==> src/rtl/int_ctrl_pkg.sv <==
// -----------------------------------------------------------------------------
// int_ctrl_pkg
// Shared definitions for the interrupt controller:
//   - register address map (MASK, PENDING, CAUSE, GIE)
//   - controller state enumeration
//   - CAUSE register field positions and a helper that packs the CAUSE word
// -----------------------------------------------------------------------------
package int_ctrl_pkg;

    localparam logic [1:0] ADDR_MASK    = 2'd0;
    localparam logic [1:0] ADDR_PENDING = 2'd1;
    localparam logic [1:0] ADDR_CAUSE   = 2'd2;
    localparam logic [1:0] ADDR_GIE     = 2'd3;

    localparam int CAUSE_VALID_BIT = 31;
    localparam int CAUSE_ID_LSB    = 0;
    localparam int CAUSE_ID_W      = 4;

    typedef enum logic [1:0] {
        IDLE    = 2'd0,
        REQ     = 2'd1,
        SERVICE = 2'd2
    } state_t;

    // Builds the 32-bit CAUSE read value; all bits outside the fields read 0.
    function automatic logic [31:0] pack_cause(input logic valid,
                                               input logic [CAUSE_ID_W-1:0] id);
        logic [31:0] word;
        word = '0;
        word[CAUSE_VALID_BIT] = valid;
        word[CAUSE_ID_LSB +: CAUSE_ID_W] = id;
        return word;
    endfunction

endpackage

==> src/rtl/int_prio_enc.sv <==
// -----------------------------------------------------------------------------
// int_prio_enc
// Combinational priority encoder, lowest index wins.
// Ports:
//   req  in   NUM_SRC  request vector (already qualified by the caller)
//   id   out  4        index of the lowest set bit (0 when none set)
//   any  out  1        high when at least one request bit is set
// -----------------------------------------------------------------------------
module int_prio_enc
    import int_ctrl_pkg::*;
#(
    parameter int NUM_SRC = 8
) (
    input  logic [NUM_SRC-1:0]    req,
    output logic [CAUSE_ID_W-1:0] id,
    output logic                  any
);

    // Scanning from the top down lets the lowest set index overwrite the rest.
    always_comb begin
        id  = '0;
        any = |req;
        for (int i = NUM_SRC - 1; i >= 0; i--) begin
            if (req[i]) begin
                id = CAUSE_ID_W'(i);
            end
        end
    end

endmodule

==> src/rtl/int_controller.sv <==
// -----------------------------------------------------------------------------
// int_controller
// Edge-triggered, non-nesting interrupt controller with per-source pending
// bits, a mask, a global enable and a CAUSE register.
//
// Parameters:
//   NUM_SRC  number of interrupt sources, 1..16 (bit 0 = highest priority)
// Ports:
//   clk    in   1        system clock, rising edge
//   reset  in   1        asynchronous, active-high reset
//   irq    in   NUM_SRC  peripheral interrupt request levels
//   eret   in   1        return-from-interrupt strobe
//   we     in   1        register write strobe
//   addr   in   2        register select: 0 MASK, 1 PENDING, 2 CAUSE, 3 GIE
//   wdata  in   32       write data
//   rdata  out  32       combinational read data for addr
//   INT    out  1        one-cycle interrupt strobe to the CPU
//   busy   out  1        high while an interrupt is in service
//
// Build option:
//   INT_SYNC_EN  when defined, each irq bit passes through a two-flop
//                synchronizer before edge detection (two extra cycles).
// -----------------------------------------------------------------------------
module int_controller
    import int_ctrl_pkg::*;
#(
    parameter int NUM_SRC = 8
) (
    input  logic               clk,
    input  logic               reset,
    input  logic [NUM_SRC-1:0] irq,
    input  logic               eret,
    input  logic               we,
    input  logic [1:0]         addr,
    input  logic [31:0]        wdata,
    output logic [31:0]        rdata,
    output logic               INT,
    output logic               busy
);

    logic [NUM_SRC-1:0]    irq_s;
    logic [NUM_SRC-1:0]    irq_q;
    logic [NUM_SRC-1:0]    irq_edge;
    logic [NUM_SRC-1:0]    pending;
    logic [NUM_SRC-1:0]    pending_next;
    logic [NUM_SRC-1:0]    mask;
    logic [NUM_SRC-1:0]    qualified;
    logic [NUM_SRC-1:0]    take_onehot;
    logic                  gie;
    logic                  cause_valid;
    logic [CAUSE_ID_W-1:0] cause_id;
    logic [CAUSE_ID_W-1:0] enc_id;
    logic                  enc_any;
    logic                  take;
    state_t                state;
    state_t                state_next;

    // Only the low NUM_SRC bits of wdata are architecturally meaningful.
    logic unused_wdata;
    assign unused_wdata = ^wdata;

`ifdef INT_SYNC_EN
    logic [NUM_SRC-1:0] sync1;
    logic [NUM_SRC-1:0] sync2;

    // Two-flop synchronizer for asynchronous peripheral request lines.
    always_ff @(posedge clk or posedge reset) begin
        if (reset) begin
            sync1 <= '0;
            sync2 <= '0;
        end else begin
            sync1 <= irq;
            sync2 <= sync1;
        end
    end

    assign irq_s = sync2;
`else
    assign irq_s = irq;
`endif

    // irq_q resets to 0 so a line already high at reset release counts as
    // a rising edge on the first clock.
    always_ff @(posedge clk or posedge reset) begin
        if (reset) begin
            irq_q <= '0;
        end else begin
            irq_q <= irq_s;
        end
    end

    assign irq_edge  = irq_s & ~irq_q;
    assign qualified = pending & mask;

    int_prio_enc #(
        .NUM_SRC (NUM_SRC)
    ) u_prio_enc (
        .req (qualified),
        .id  (enc_id),
        .any (enc_any)
    );

    assign take_onehot = NUM_SRC'(1'b1) << enc_id;

    // State register.
    always_ff @(posedge clk or posedge reset) begin
        if (reset) begin
            state <= IDLE;
        end else begin
            state <= state_next;
        end
    end

    // Next-state logic. take marks the edge at which a source is accepted;
    // GIE and MASK only gate acceptance, never an interrupt already in flight.
    always_comb begin
        state_next = state;
        take       = 1'b0;
        case (state)
            IDLE: begin
                if (gie && enc_any) begin
                    state_next = REQ;
                    take       = 1'b1;
                end
            end
            REQ: begin
                state_next = SERVICE;
            end
            SERVICE: begin
                if (eret) begin
                    state_next = IDLE;
                end
            end
            default: begin
                state_next = IDLE;
            end
        endcase
    end

    // Output decode. state is a register, so INT is a one-cycle strobe that
    // lasts exactly the REQ cycle.
    always_comb begin
        INT  = (state == REQ);
        busy = (state == REQ) || (state == SERVICE);
    end

    // Pending update order matters: software clear and controller clear are
    // applied first, then new edges are OR-ed in so a coinciding edge wins.
    always_comb begin
        pending_next = pending;
        if (we && (addr == ADDR_PENDING)) begin
            pending_next = pending_next & ~wdata[NUM_SRC-1:0];
        end
        if (take) begin
            pending_next = pending_next & ~take_onehot;
        end
        pending_next = pending_next | irq_edge;
    end

    always_ff @(posedge clk or posedge reset) begin
        if (reset) begin
            pending <= '0;
            mask    <= '0;
            gie     <= 1'b0;
        end else begin
            pending <= pending_next;
            if (we && (addr == ADDR_MASK)) begin
                mask <= wdata[NUM_SRC-1:0];
            end
            if (we && (addr == ADDR_GIE)) begin
                gie <= wdata[0];
            end
        end
    end

    // CAUSE is not software-writable. The id is kept after eret so software
    // can still see which source was serviced last.
    always_ff @(posedge clk or posedge reset) begin
        if (reset) begin
            cause_valid <= 1'b0;
            cause_id    <= '0;
        end else if (take) begin
            cause_valid <= 1'b1;
            cause_id    <= enc_id;
        end else if ((state == SERVICE) && eret) begin
            cause_valid <= 1'b0;
        end
    end

    always_comb begin
        rdata = '0;
        case (addr)
            ADDR_MASK:    rdata = 32'(mask);
            ADDR_PENDING: rdata = 32'(pending);
            ADDR_CAUSE:   rdata = pack_cause(cause_valid, cause_id);
            ADDR_GIE:     rdata = 32'(gie);
            default:      rdata = '0;
        endcase
    end

endmodule

==> config.mk <==
export PLATFORM = sky130hd
export DESIGN_NAME = int_controller
export DESIGN_NICKNAME = d
export VERILOG_FILES = /design/src/rtl/int_ctrl_pkg.sv /design/src/rtl/int_prio_enc.sv /design/src/rtl/int_controller.sv
export SDC_FILE = /design/constraint.sdc
export NUM_CORES = 1
export LEC_CHECK = 0
export CAP_MARGIN = 0
export CORE_ASPECT_RATIO = 0.75
export CORE_UTILIZATION = 38
export DETAILED_ROUTE_END_ITERATION = 8
export PLACE_DENSITY = 0.77
export SLEW_MARGIN = 20
export SYNTH_ARGS = -nofsm -noshare
export SYNTH_HDL_FRONTEND = slang
export SYNTH_HIERARCHICAL = 1
export SYNTH_SLANG_ARGS = --single-unit
==> constraint.sdc <==
create_clock -name clk -period 2 [get_ports clk]
set_input_delay 0.4 -clock clk [delete_from_list [all_inputs] [get_ports clk]]
set_output_delay 0.4 -clock clk [all_outputs]
set_load 0.005 [all_outputs]
# == Yosys cells after proc, flatten, opt, wreduce, memory -nomap -nowiden ==
# Cells that the tools add are included.
# word_totals
output_inout_bits,34
reg_bits,32
input_bits,46
# classes
n_reduce_logical,11
n_mux,18
n_eq_ne,7
shift,1
n_bitwise,8
# ops
operator,n
32-bit one-hot mux with 4 select lines,1
8-bit bitwise AND,4
3-bit two-way mux,8
8-bit NOT,3
8-bit two-way mux,2
8-bit bitwise OR,1
8-bit OR reduction,1
1-bit by 4-bit << shifter with 8-bit output (first input constant),1
2-bit == test (second input constant),3
2-bit one-hot mux with 3 select lines,1
1-bit logical AND,5
2-bit by 1-bit == test with 1-bit output (second input constant),2
2-bit logical NOT,2
1-bit two-way mux,4
2-bit two-way mux,2
2-bit inequality test (second input constant),2
2-bit AND reduction,1
2-bit nonzero test,1
1-bit logical OR,1

# == Longest topological paths before layout ==
# Gate-level depths: netlist (run 1).
# logic_depth
ltp_word,14
ltp_mapped,7
mapped_depth_nobuf,7

# == Modules after synthesis ==
# The synthesis (run 1) kept the hierarchy.
# modules_own_cells
mod,cells_per_inst,instances,seq_area_each_um2,area_each_um2
int_controller,164,1,800.8,1709.1
int_prio_enc,15,1,0.0,92.6

# == Least setup slack after synthesis (run 1) ==
# Ideal clock, no wire load.
# synth_timing
path_type,reg-to-reg
start,register mask[4]
end,register pending[0]
setup_ps,128
path_slack_ps,88
required_time_ps,1872
path_stages_with_launch,7
period_less_slack_ps,1912
arrival_ps,1784
cell_sequence,dfrtp_1 and2_1 nor4_2 and3b_1 or4_1 o221ai_1 o21ai_1
# synth_between
elab_chain_len,11
# synth_lines
item,line,rtl
start: declaration,int_controller.sv:46,logic [NUM_SRC-1:0] mask;
start signal: assignment,int_controller.sv:168,mask <= wdata[NUM_SRC-1:0];
8-bit bitwise AND,int_controller.sv:93,assign qualified = pending & mask;
net qualified[4],int_controller.sv:47,logic [NUM_SRC-1:0] qualified;
3-bit two-way mux (5 in series),int_prio_enc.sv:24,if (req[i]) begin
net enc_id[2],int_controller.sv:52,logic [CAUSE_ID_W-1:0] enc_id;
1-bit by 4-bit << shifter with 8-bit output,int_controller.sv:103,assign take_onehot = NUM_SRC'(1'b1) << enc_id;
8-bit NOT,int_controller.sv:155,pending_next = pending_next & ~take_onehot;
8-bit bitwise AND,int_controller.sv:155,
8-bit two-way mux,int_controller.sv:154,if (take) begin
8-bit bitwise OR,int_controller.sv:157,pending_next = pending_next | irq_edge;
net pending_next[0],int_controller.sv:45,logic [NUM_SRC-1:0] pending_next;
end signal: assignment,int_controller.sv:166,pending <= pending_next;
end: declaration,int_controller.sv:44,logic [NUM_SRC-1:0] pending;
# The timed path passes the listed nets, and every way through them passes these cells.
# A chain may end at the register's enable or synchronous reset.

# == Worst setup path in the final report (run 1) ==
# layout_timing
start,register pending[3]
end,register pending[0]
# layout_between
elab_chain_len,10
# layout_lines
item,line
8-bit bitwise AND,int_controller.sv:93
net qualified[3],int_controller.sv:47
3-bit two-way mux (4 in series),int_prio_enc.sv:24
net enc_id[0],int_controller.sv:52
1-bit by 4-bit << shifter with 8-bit output,int_controller.sv:103
8-bit NOT,int_controller.sv:155
8-bit bitwise AND,int_controller.sv:155
8-bit two-way mux,int_controller.sv:154
8-bit bitwise OR,int_controller.sv:157
net pending_next[0],int_controller.sv:45
# The timed path passes the listed nets, and every way through them passes these cells.

==> results of run 1 <==
[logic make-up (layout without fill, tap and decap cells)]
| logic type | count (synthesis) | in the layout | share of synthesized area [%] |
|---|---|---|---|
| AOI/OAI and AO/OA | 26 | 26 | 8.40 |
| adders and majority gates | 4 | 4 | 2.78 |
| buffers and inverters | 47 | 87 | 15.3 |
| DFF | 32 | 32 | 44.4 |
| muxes | 21 | 21 | 13.5 |
| other | 2 | 24 | 0.417 |
| and+or+nand+nor | 47 | 47 | 15.2 |
[what timing repair did]
action | in CTS | in global routing
setup endpoints to repair | 11 | 13
resized for setup | 20 | 9
hold buffers | 0 | 0
cloned | 1 | 0
buffers inserted | 5 | 4
pin swaps | 2 | 3
[worst max-delay path by stage]
stage,endpoint,slack (ps)
after CTS,pending[0]$_DFF_PP0_,7
after global placement,rdata[2],-400
after detailed placement,rdata[2],-430
after floorplan,pending[0]$_DFF_PP0_,90
after global routing,pending[0]$_DFF_PP0_,-100
final,pending[0]$_DFF_PP0_,6
[worst max-delay path, stage by stage (launching register included)]
cell and delay [ps]:
dfrtp_1 400, and2_1 170, nor2b_1 130, o21bai_1 160, o41ai_2 120, buf_4 160, or4_1 510, o221ai_2 150
o21ai_1 80
[sequential cells by signal, indices dropped and copies added (netlist names)]
name / cells
gie: 1
pending: 8
mask: 8
cause_valid: 1
state: 2
irq_q: 8
cause_id: 4
[Yosys cell counts, drive strengths merged (2+ instances only)]
library cell | number | share of area, %
nor2b | 3 | 1.0
nand2 | 10 | 2.1
nand3 | 3 | 1.1
a21oi | 2 | 0.56
o22ai | 7 | 2.4
ha | 4 | 2.8
buf | 26 | 11
mux2i | 7 | 3.9
nor4 | 5 | 2.1
mux2 | 13 | 8.1
nor2 | 7 | 1.5
and2 | 9 | 3.1
conb | 2 | 0.42
inv | 21 | 4.4
dfrtp | 32 | 44
nor3 | 3 | 0.83
o21ai | 13 | 3.6
[layer usage]
metal  track usage, %  wire length (um)  vias to the layer above
met2             28.0              1730                       47
met3             4.74               277                        5
met4             11.5                59                        0
met5                0                 0                        -
met1             24.4              1930                      643
li1                 -                 -                      679
[metrics by stage]
step / area, sq um / hold WS (ps) / TNS [ps] / utilization (%)
after CTS: 2380 / 411 / 0 / 52.6
after floorplan: 1880 / 392 / 0 / -
after global placement: 2210 / 399 / -3460 / 48.9
after global routing: 2440 / 442 / -359 / 54.1
after detailed placement: 2210 / 402 / -3990 / 48.9
final: 2440 / 410 / 0 / 54.1
[report_power, final]
group | switching (mW) | internal, mW | leakage, nW
Combinational | 0.382 | 0.466 | 0.762
Sequential | 0.0809 | 0.780 | 0.365
Clock | 0.240 | 0.369 | 0.0552
Total | 0.703 | 1.62 | 1.18
[cell type report]
cell class,count,area (sq um),share of cell area [%]
multi-input combinational,122,861,35.2
timing repair buffer,58,526,21.5
clock buffer,6,72.6,2.97
clock inverter,2,35.0,1.43
inverter,21,78.8,3.22
tap,57,71.3,2.92
sequential,32,801,32.8
[cell usage in the layout (no fill, tap or decap), types with 2 or more instances in the layout]
cell / instances
dlygate4sd2_1: 9
clkdlybuf4s50_1: 21
o21ai_0: 10
mux2_2: 13
buf_6: 2
inv_1: 21
mux2i_1: 7
nor3_1: 3
ha_1: 4
and2_4: 3
nand2_1: 10
a21oi_1: 2
o21ai_1: 3
nand3_1: 2
nor2_1: 7
conb_1: 24
nor4_1: 3
o22ai_1: 7
and2_1: 5
clkbuf_8: 5
nor2b_1: 2
buf_4: 22
dfrtp_1: 32
==> flow_metrics.py, run 1 <==
metrics = {
    "setup_path": {
        "timing.rr.end": "pending[0]$_DFF_PP0_",
        "r2r_start": "pending[3]$_DFF_PP0_",
        "cp-start-kind": "flip-flop",
        "critical_path.startpoint": "pending[3]$_DFF_PP0_",
        "rr_worst_depth": 8,
        "cp_max_fo": 5,
        "path_class": "flip-flop to flip-flop",
        "rrSetupSlack_ps": 6,
        "cp-end-kind": "flip-flop",
        "arrival_ps": 2170,
        "crit_required_ps": 2180,
    },
    "cells_and_area": {
        "fin_cells": 298,
        "fillers": 420,
        "diodes": 0,
        "drive_gt1_share_pct": 24.1,
        "syn_to_final_growth_pct": 35.7,
        "final_nets": 290,
    },
    "clock_network": {
        "cts_sinks": 32,
        "cts_tree": "yes",
        "cts_root_buf": "clkbuf_8",
        "clk_pin_slew_ps": 70,
        "htree_num_levels": 2,
        "cts_buffers": 5,
        "clockBufferDepth": 2,
        "clkLatencyLatePin_ps": 290,
    },
    "pwr": {
        "irDropWorstVdd_mv": 0.351,
        "p_leak_nw": 1.18,
        "p_total_mw": 2.32,
        "p_per_area_mw_per_mm2": 948,
    },
    "global_route": {
        "grt_max_degree": 33,
        "antenna_found_initial": 0,
        "grt_pass1_vias": 1344,
        "grt_usage_pct": 18.6,
        "grt_pass1_wl_um": 6330,
        "grt_remaining_overflow": 0,
    },
    "synth": {
        "synth_edf_count": 0,
        "synth.distinct_cells": 34,
        "syn_area_sq_mm": 0.00180,
        "ys_seq_area_share_pct": 44.4,
        "synth_flop_cell": "dfrtp_1",
        "async_reset_ff_share_pct": 100,
        "syn_inst": 179,
        "ys_seq_elements": 32,
        "postSynthAreaPerCell_sq_um": 10.1,
        "ys_warn_count": 6,
    },
    "drt": {
        "drtIter0Drc": 68,
        "drtPass1Iterations": 4,
        "routed_wirelength_um": 3990,
        "drc": 0,
        "routed-via-count": 1374,
        "wl_per_cell_um": 13.4,
        "viasPerCell": 4.61,
        "ant_nets": 0,
    },
    "floorplanning": {
        "die_h_um": 61.6,
        "placement_rows": 21,
        "die_w_um": 81.5,
        "ioPinCount": 80,
        "initial_utilization_pct": 39.9,
        "core_sq_mm": 0.00452,
        "fp.dieArea_sq_mm": 0.00502,
    },
    "timing": {
        "hold_viol_final": 0,
        "finalSetupViolations": 0,
        "finalCritPeriodShare_pct": 99.7,
        "fin_skew_ps": 7.87,
        "slew_viol_final": 0,
        "max_clock_freq_ghz": 0.501,
        "post-route-min-period_ps": 1990,
        "worst_slack_ps": 5.73,
        "rsz0062_at_grt": "true",
    },
    "min_path": {
        "hp-start": "irq_q[0]$_DFF_PP0_",
        "min_path_cells": 1,
        "holdPathEnd": "pending[0]$_DFF_PP0_",
        "hold_path_class": "flip-flop to flip-flop",
    },
    "place": {
        "io_buffers": 32,
        "place_congestion": 0.839,
        "place_hpwl_um": 2870,
        "dp_cells": 280,
        "post-place-ws_ps": -428,
    },
    "flow_run": {
        "maxCapViolations": 0,
    },
    "outcome": {
        "status": "completed",
    },
}
Power figures use the tool's default switching activity.
==> inputs of run 2 (changes only) <==
--- a/config.mk
+++ b/config.mk
@@ -7,9 +7,9 @@
 export LEC_CHECK = 0
 export CAP_MARGIN = 0
 export CORE_ASPECT_RATIO = 0.75
-export CORE_UTILIZATION = 38
+export CORE_UTILIZATION = 45
 export DETAILED_ROUTE_END_ITERATION = 8
-export PLACE_DENSITY = 0.77
+export PLACE_DENSITY = 0.85
 export SLEW_MARGIN = 20
 export SYNTH_ARGS = -nofsm -noshare
 export SYNTH_HDL_FRONTEND = slang
==> constraint.sdc (replaced) <==
create_clock -name clk -period 2.5 [get_ports clk]
set_input_delay 0.5 -clock clk [delete_from_list [all_inputs] [get_ports clk]]
set_output_delay 0.5 -clock clk [all_outputs]
set_load 0.005 [all_outputs]
==> flow_metrics.py, run 2 (synthesized netlist as in run 1, its figures left out) <==
metrics = {
    "outcome": {
        "status": "completed",
    },
    "setup_path": {
        "cpPeakStageDelay_ps": 540,
        "cp_common_cell": "clkdlybuf4s50_1",
        "r2r_start": "mask[4]$_DFFE_PP0P_",
        "arrival_ps": 1940,
        "cpMaxStageDelayCell": "clkdlybuf4s50_1",
        "rrSetupSlack_ps": 340,
        "path_class": "input port to output pin",
        "timing.rr.end": "pending[1]$_DFF_PP0_",
        "crit_required_ps": 2000,
        "cp-start-kind": "input port",
        "cp_max_fo": 4,
        "rr_worst_depth": 6,
        "cp-end-kind": "output pin",
        "crit_chain": "clkdlybuf4s50_1, nor2b_4, nand2_1, o21ai_0, clkdlybuf4s50_1",
    },
    "floorplanning": {
        "die_w_um": 75.1,
        "die_h_um": 56.8,
        "initial_utilization_pct": 48.0,
        "core_sq_mm": 0.00376,
        "ioPinCount": 80,
        "placement_rows": 19,
        "fp.dieArea_sq_mm": 0.00426,
    },
    "timing": {
        "slew_headroom_pct": 53.2,
        "finalSetupViolations": 0,
        "hold_viol_final": 0,
        "worst_pin_slew_ps": 692,
        "slew_viol_final": 0,
        "post-route-min-period_ps": 2440,
        "fin_skew_ps": 5.94,
        "max_clock_freq_ghz": 0.409,
        "rsz0062_at_grt": "false",
        "finalCritPeriodShare_pct": 97.7,
        "worst_slack_ps": 57.1,
    },
    "place": {
        "place_hpwl_um": 2600,
        "post-place-ws_ps": -130,
        "io_buffers": 32,
        "place_congestion": 0.838,
        "dpl-instance-area_sq_mm": 0.00213,
    },
    "global_route": {
        "grt_usage_pct": 18.5,
        "grt_pass1_wl_um": 5630,
        "grt_max_degree": 33,
        "grt_remaining_overflow": 0,
        "antenna_found_initial": 0,
        "grt_pass1_vias": 1202,
    },
    "cells_and_area": {
        "final_common_cell": "dfrtp_1",
        "final_nets": 272,
        "multiInputGateArea_sq_um": 816,
        "syn_to_final_growth_pct": 24.2,
        "diodes": 0,
        "final_cell_mix": "32 x dfrtp_1, 29 x clkdlybuf4s50_1, 24 x conb_1, 21 x inv_1, 13 x mux2_2",
        "stdcell_area_sq_mm": 0.00224,
        "fillers": 337,
        "top_regs": "irq_q: 8 flops, mask: 8 flops, pending: 8 flops",
        "drive_gt1_share_pct": 13.9,
        "seq_area_sq_um": 801,
    },
    "drt": {
        "drc": 0,
        "routed_wirelength_um": 3450,
        "wl_per_cell_um": 12.6,
        "viasPerCell": 4.75,
        "drtPass1Iterations": 6,
        "ant_nets": 0,
        "routed-via-count": 1307,
        "drtIter0Drc": 42,
    },
    "pwr": {
        "p_leak_nw": 1.05,
        "p_per_area_mw_per_mm2": 745,
        "irDropWorstVdd_mv": 0.533,
    },
    "clock_network": {
        "htree_num_levels": 2,
        "cts_sinks": 32,
        "cts_tree": "yes",
        "cts_buffers": 5,
        "clockBufferDepth": 2,
        "clkLatencyLatePin_ps": 290,
        "cts_root_buf": "clkbuf_8",
        "clk_pin_slew_ps": 60,
    },
    "flow_run": {
        "maxCapViolations": 0,
    },
    "min_path": {
        "hp-start": "irq_q[0]$_DFF_PP0_",
        "hold_path_class": "flip-flop to flip-flop",
        "min_path_cells": 1,
        "holdPathEnd": "pending[0]$_DFF_PP0_",
    },
}
==> run 2: layout make-up <==
cell class,count,area share [%]
sequential,32,35.8
inverter,21,3.52
tap,52,2.91
timing repair buffer,40,17.3
multi-input combinational,122,36.4
clock buffer,8,4.02
==> run 2: how the worst max path moves through the flow <==
stage,end,slack [ps],start
after floorplan,pending[0]$_DFF_PP0_,590,mask[4]$_DFFE_PP0P_
after global placement,rdata[0],-110,addr[0]
after detailed placement,rdata[0],-130,addr[0]
after CTS,rdata[0],4,addr[1]
after global routing,rdata[1],20,addr[1]
final,rdata[1],60,addr[1]
==> run 2: repair_timing <==
item	CTS	global route
setup buffers	0	1
resized for setup	2	4
setup endpoints to repair	7	3
hold buffers	0	0
==> run 2: power breakdown <==
group | total [mW] | internal [mW] | leakage [nW] | switching, mW
combinational | 0.574 | 0.313 | 0.644 | 0.261
sequential | 0.687 | 0.624 | 0.365 | 0.0625
clock | 0.408 | 0.224 | 0.0455 | 0.184
total | 1.67 | 1.16 | 1.05 | 0.507
==> run 2: per-layer routing <==
layer  vias up  GRT usage (%)  part of all wire [%]  wire length, um
met5         -              0                     0                0
met2        47           25.7                    42             1430
li1        645              -                     -                -
met1       607           26.5                    50             1720
met4         0           8.89                   2.0               69
met3         8           4.85                   6.7              232
==> run 2: worst max-delay path: cells and delay by family <==
| kind | cells | cell delay [ps] |
|---|---|---|
| buf+inv | 2 | 1080 |
| compound gates | 1 | 90 |
| simple gates | 2 | 280 |
==> run 2: stage by stage <==
stage / setup TNS, ps / power [mW] / hold WS [ps] / instances / util [%]
6_report: 0 / 1.67 / 415 / 275 / 59.6
5_1_grt: 0 / 1.79 / 424 / 275 / 59.6
4_1_cts: 0 / 1.68 / 418 / 274 / 59.0
3_5_place_dp: -195 / 1.27 / 410 / 266 / 56.6
3_3_place_gp: -249 / 1.25 / 398 / 266 / 56.6
2_1_floorplan: 0 / 1.06 / 392 / 201 / -
==> inputs of run 3 (changes only) <==
--- a/config.mk
+++ b/config.mk
@@ -9,7 +9,8 @@
 export CORE_ASPECT_RATIO = 0.75
 export CORE_UTILIZATION = 45
 export DETAILED_ROUTE_END_ITERATION = 8
-export PLACE_DENSITY = 0.85
+export GPL_TIMING_DRIVEN = 0
+export PLACE_DENSITY = 0.94
 export SLEW_MARGIN = 20
 export SYNTH_ARGS = -nofsm -noshare
 export SYNTH_HDL_FRONTEND = slang
==> flow_metrics.py, run 3 (synthesized netlist as in run 1, its figures left out) <==
metrics = {
    "floorplanning": {
        "ioPinCount": 80,
        "core_sq_mm": 0.00376,
        "fp.dieArea_sq_mm": 0.00426,
        "placement_rows": 19,
        "initial_utilization_pct": 48.0,
        "die_w_um": 75.1,
        "die_h_um": 56.8,
    },
    "setup_path": {
        "rrSetupSlack_ps": 270,
        "cpPeakStageDelay_ps": 560,
        "critical_path.startpoint": "addr[0]",
        "r2r_start": "mask[1]$_DFFE_PP0P_",
        "crit_required_ps": 2000,
        "cpMaxStageDelayCell": "clkdlybuf4s50_1",
        "timing.rr.end": "pending[2]$_DFF_PP0_",
        "rr_worst_depth": 6,
        "crit_chain": "dlygate4sd2_1, buf_6, mux2i_1, o21ai_0, clkdlybuf4s50_1",
        "cp_max_fo": 10,
        "cp-start-kind": "input port",
        "arrival_ps": 1900,
        "path_class": "input port to output pin",
        "critPathCapture": "rdata[2]",
        "cp-end-kind": "output pin",
    },
    "min_path": {
        "min_path_cells": 1,
        "hold_path_class": "flip-flop to flip-flop",
    },
    "place": {
        "dpl-instance-area_sq_mm": 0.00227,
        "place_congestion": 0.855,
        "dp_cells": 285,
        "io_buffers": 32,
        "place_hpwl_um": 2700,
    },
    "cells_and_area": {
        "final_nets": 290,
        "drive_gt1_share_pct": 21.2,
        "diodes": 0,
        "final_cell_mix": "32 x dfrtp_1, 30 x clkdlybuf4s50_1, 24 x buf_4, 24 x conb_1, 20 x inv_1",
        "final_common_cell": "dfrtp_1",
        "syn_to_final_growth_pct": 31.7,
        "top_regs": "irq_q: 8 flops, mask: 8 flops, pending: 8 flops",
        "fin_cells": 293,
        "fillers": 323,
        "stdcell_area_sq_mm": 0.00237,
    },
    "timing": {
        "hold_viol_final": 0,
        "slew_headroom_pct": 53.4,
        "max_clock_freq_ghz": 0.416,
        "post-route-min-period_ps": 2400,
        "slew_viol_final": 0,
        "worst_pin_slew_ps": 691,
        "finalCritPeriodShare_pct": 96.1,
        "finalSetupViolations": 0,
        "rsz0062_at_grt": "false",
        "fin_skew_ps": 3.74,
    },
    "clock_network": {
        "clk_pin_slew_ps": 60,
        "cts_tree": "yes",
        "clockBufferDepth": 2,
        "clkLatencyLatePin_ps": 280,
        "cts_hold_buf": 0,
        "cts_sinks": 32,
        "htree_num_levels": 2,
        "cts_buffers": 5,
        "cts_root_buf": "clkbuf_8",
    },
    "drt": {
        "viasPerCell": 4.65,
        "routed_wirelength_um": 3580,
        "drc": 0,
        "drtPass1Iterations": 4,
        "routed-via-count": 1361,
        "wl_per_cell_um": 12.2,
        "ant_nets": 0,
        "drtIter0Drc": 68,
    },
    "global_route": {
        "grt_remaining_overflow": 0,
        "grt_usage_pct": 18.7,
        "grt_pass1_vias": 1253,
        "grt_max_degree": 33,
        "grt_pass1_wl_um": 5740,
        "antenna_found_initial": 0,
    },
    "flow_run": {
        "maxCapViolations": 0,
    },
    "pwr": {
        "p_per_area_mw_per_mm2": 712,
        "irDropWorstVdd_mv": 0.490,
        "p_total_mw": 1.69,
        "p_leak_nw": 1.14,
    },
    "outcome": {
        "status": "completed",
    },
}
-- run 3: cell type report --
type	instances	area, sq um	area share [%]
repair buffers	32	318	13.4
well taps	52	65.1	2.74
flip-flops and latches	32	801	33.7
multi-input cells	122	818	34.5
inverters	21	78.8	3.32
plain buffers	26	203	8.54
clock buffers	8	90.1	3.80
-- run 3: how the worst min path moves through the flow --
stage,start,to
5_1_grt,irq_q[0]$_DFF_PP0_,pending[0]$_DFF_PP0_
6_report,irq_q[0]$_DFF_PP0_,pending[0]$_DFF_PP0_
4_1_cts,irq_q[0]$_DFF_PP0_,pending[0]$_DFF_PP0_
3_3_place_gp,irq_q[0]$_DFF_PP0_,pending[0]$_DFF_PP0_
2_1_floorplan,irq_q[0]$_DFF_PP0_,pending[0]$_DFF_PP0_
3_5_place_dp,irq_q[0]$_DFF_PP0_,pending[0]$_DFF_PP0_
-- run 3: critical path, delay by kind of cell --
family	cells	cell delay [ps]
buffers and inverters	3	1070
multiplexers	1	90
AO/OA/AOI/OAI	1	250
-- run 3: through the flow --
| step | setup TNS [ps] | utilization [%] | setup slack [ps] | hold WS, ps |
|---|---|---|---|---|
| after floorplan | 0 | - | 588 | 392 |
| after global placement | -1120 | 60.4 | -275 | 400 |
| after detailed placement | -1100 | 60.4 | -259 | 405 |
| after CTS | 0 | 63.0 | 128 | 414 |
| after global routing | 0 | 63.2 | 56.6 | 431 |
| final | 0 | 63.2 | 96.9 | 412 |
-- run 3: power breakdown --
part / leakage (nW) / switching (mW) / internal [mW]
Sequential: 0.365 / 0.0651 / 0.624
Clock: 0.0455 / 0.177 / 0.224
Combinational: 0.726 / 0.276 / 0.323
-- run 3: repair_timing --
action,4_1_cts,5_1_grt
setup buffers,0,0
resized for setup,5,0
endpoints found under the hold margin,0,0
setup endpoints to repair,5,0
-- run 3: layer usage --
| metal | part of all wire (%) | global-route usage [%] | vias to the layer above |
|---|---|---|---|
| li1 | - | - | 677 |
| met1 | 45 | 25.0 | 619 |
| met2 | 44 | 27.7 | 58 |
| met3 | 8.6 | 4.85 | 7 |
| met4 | 2.1 | 9.97 | 0 |
| met5 | 0 | 0 | - |
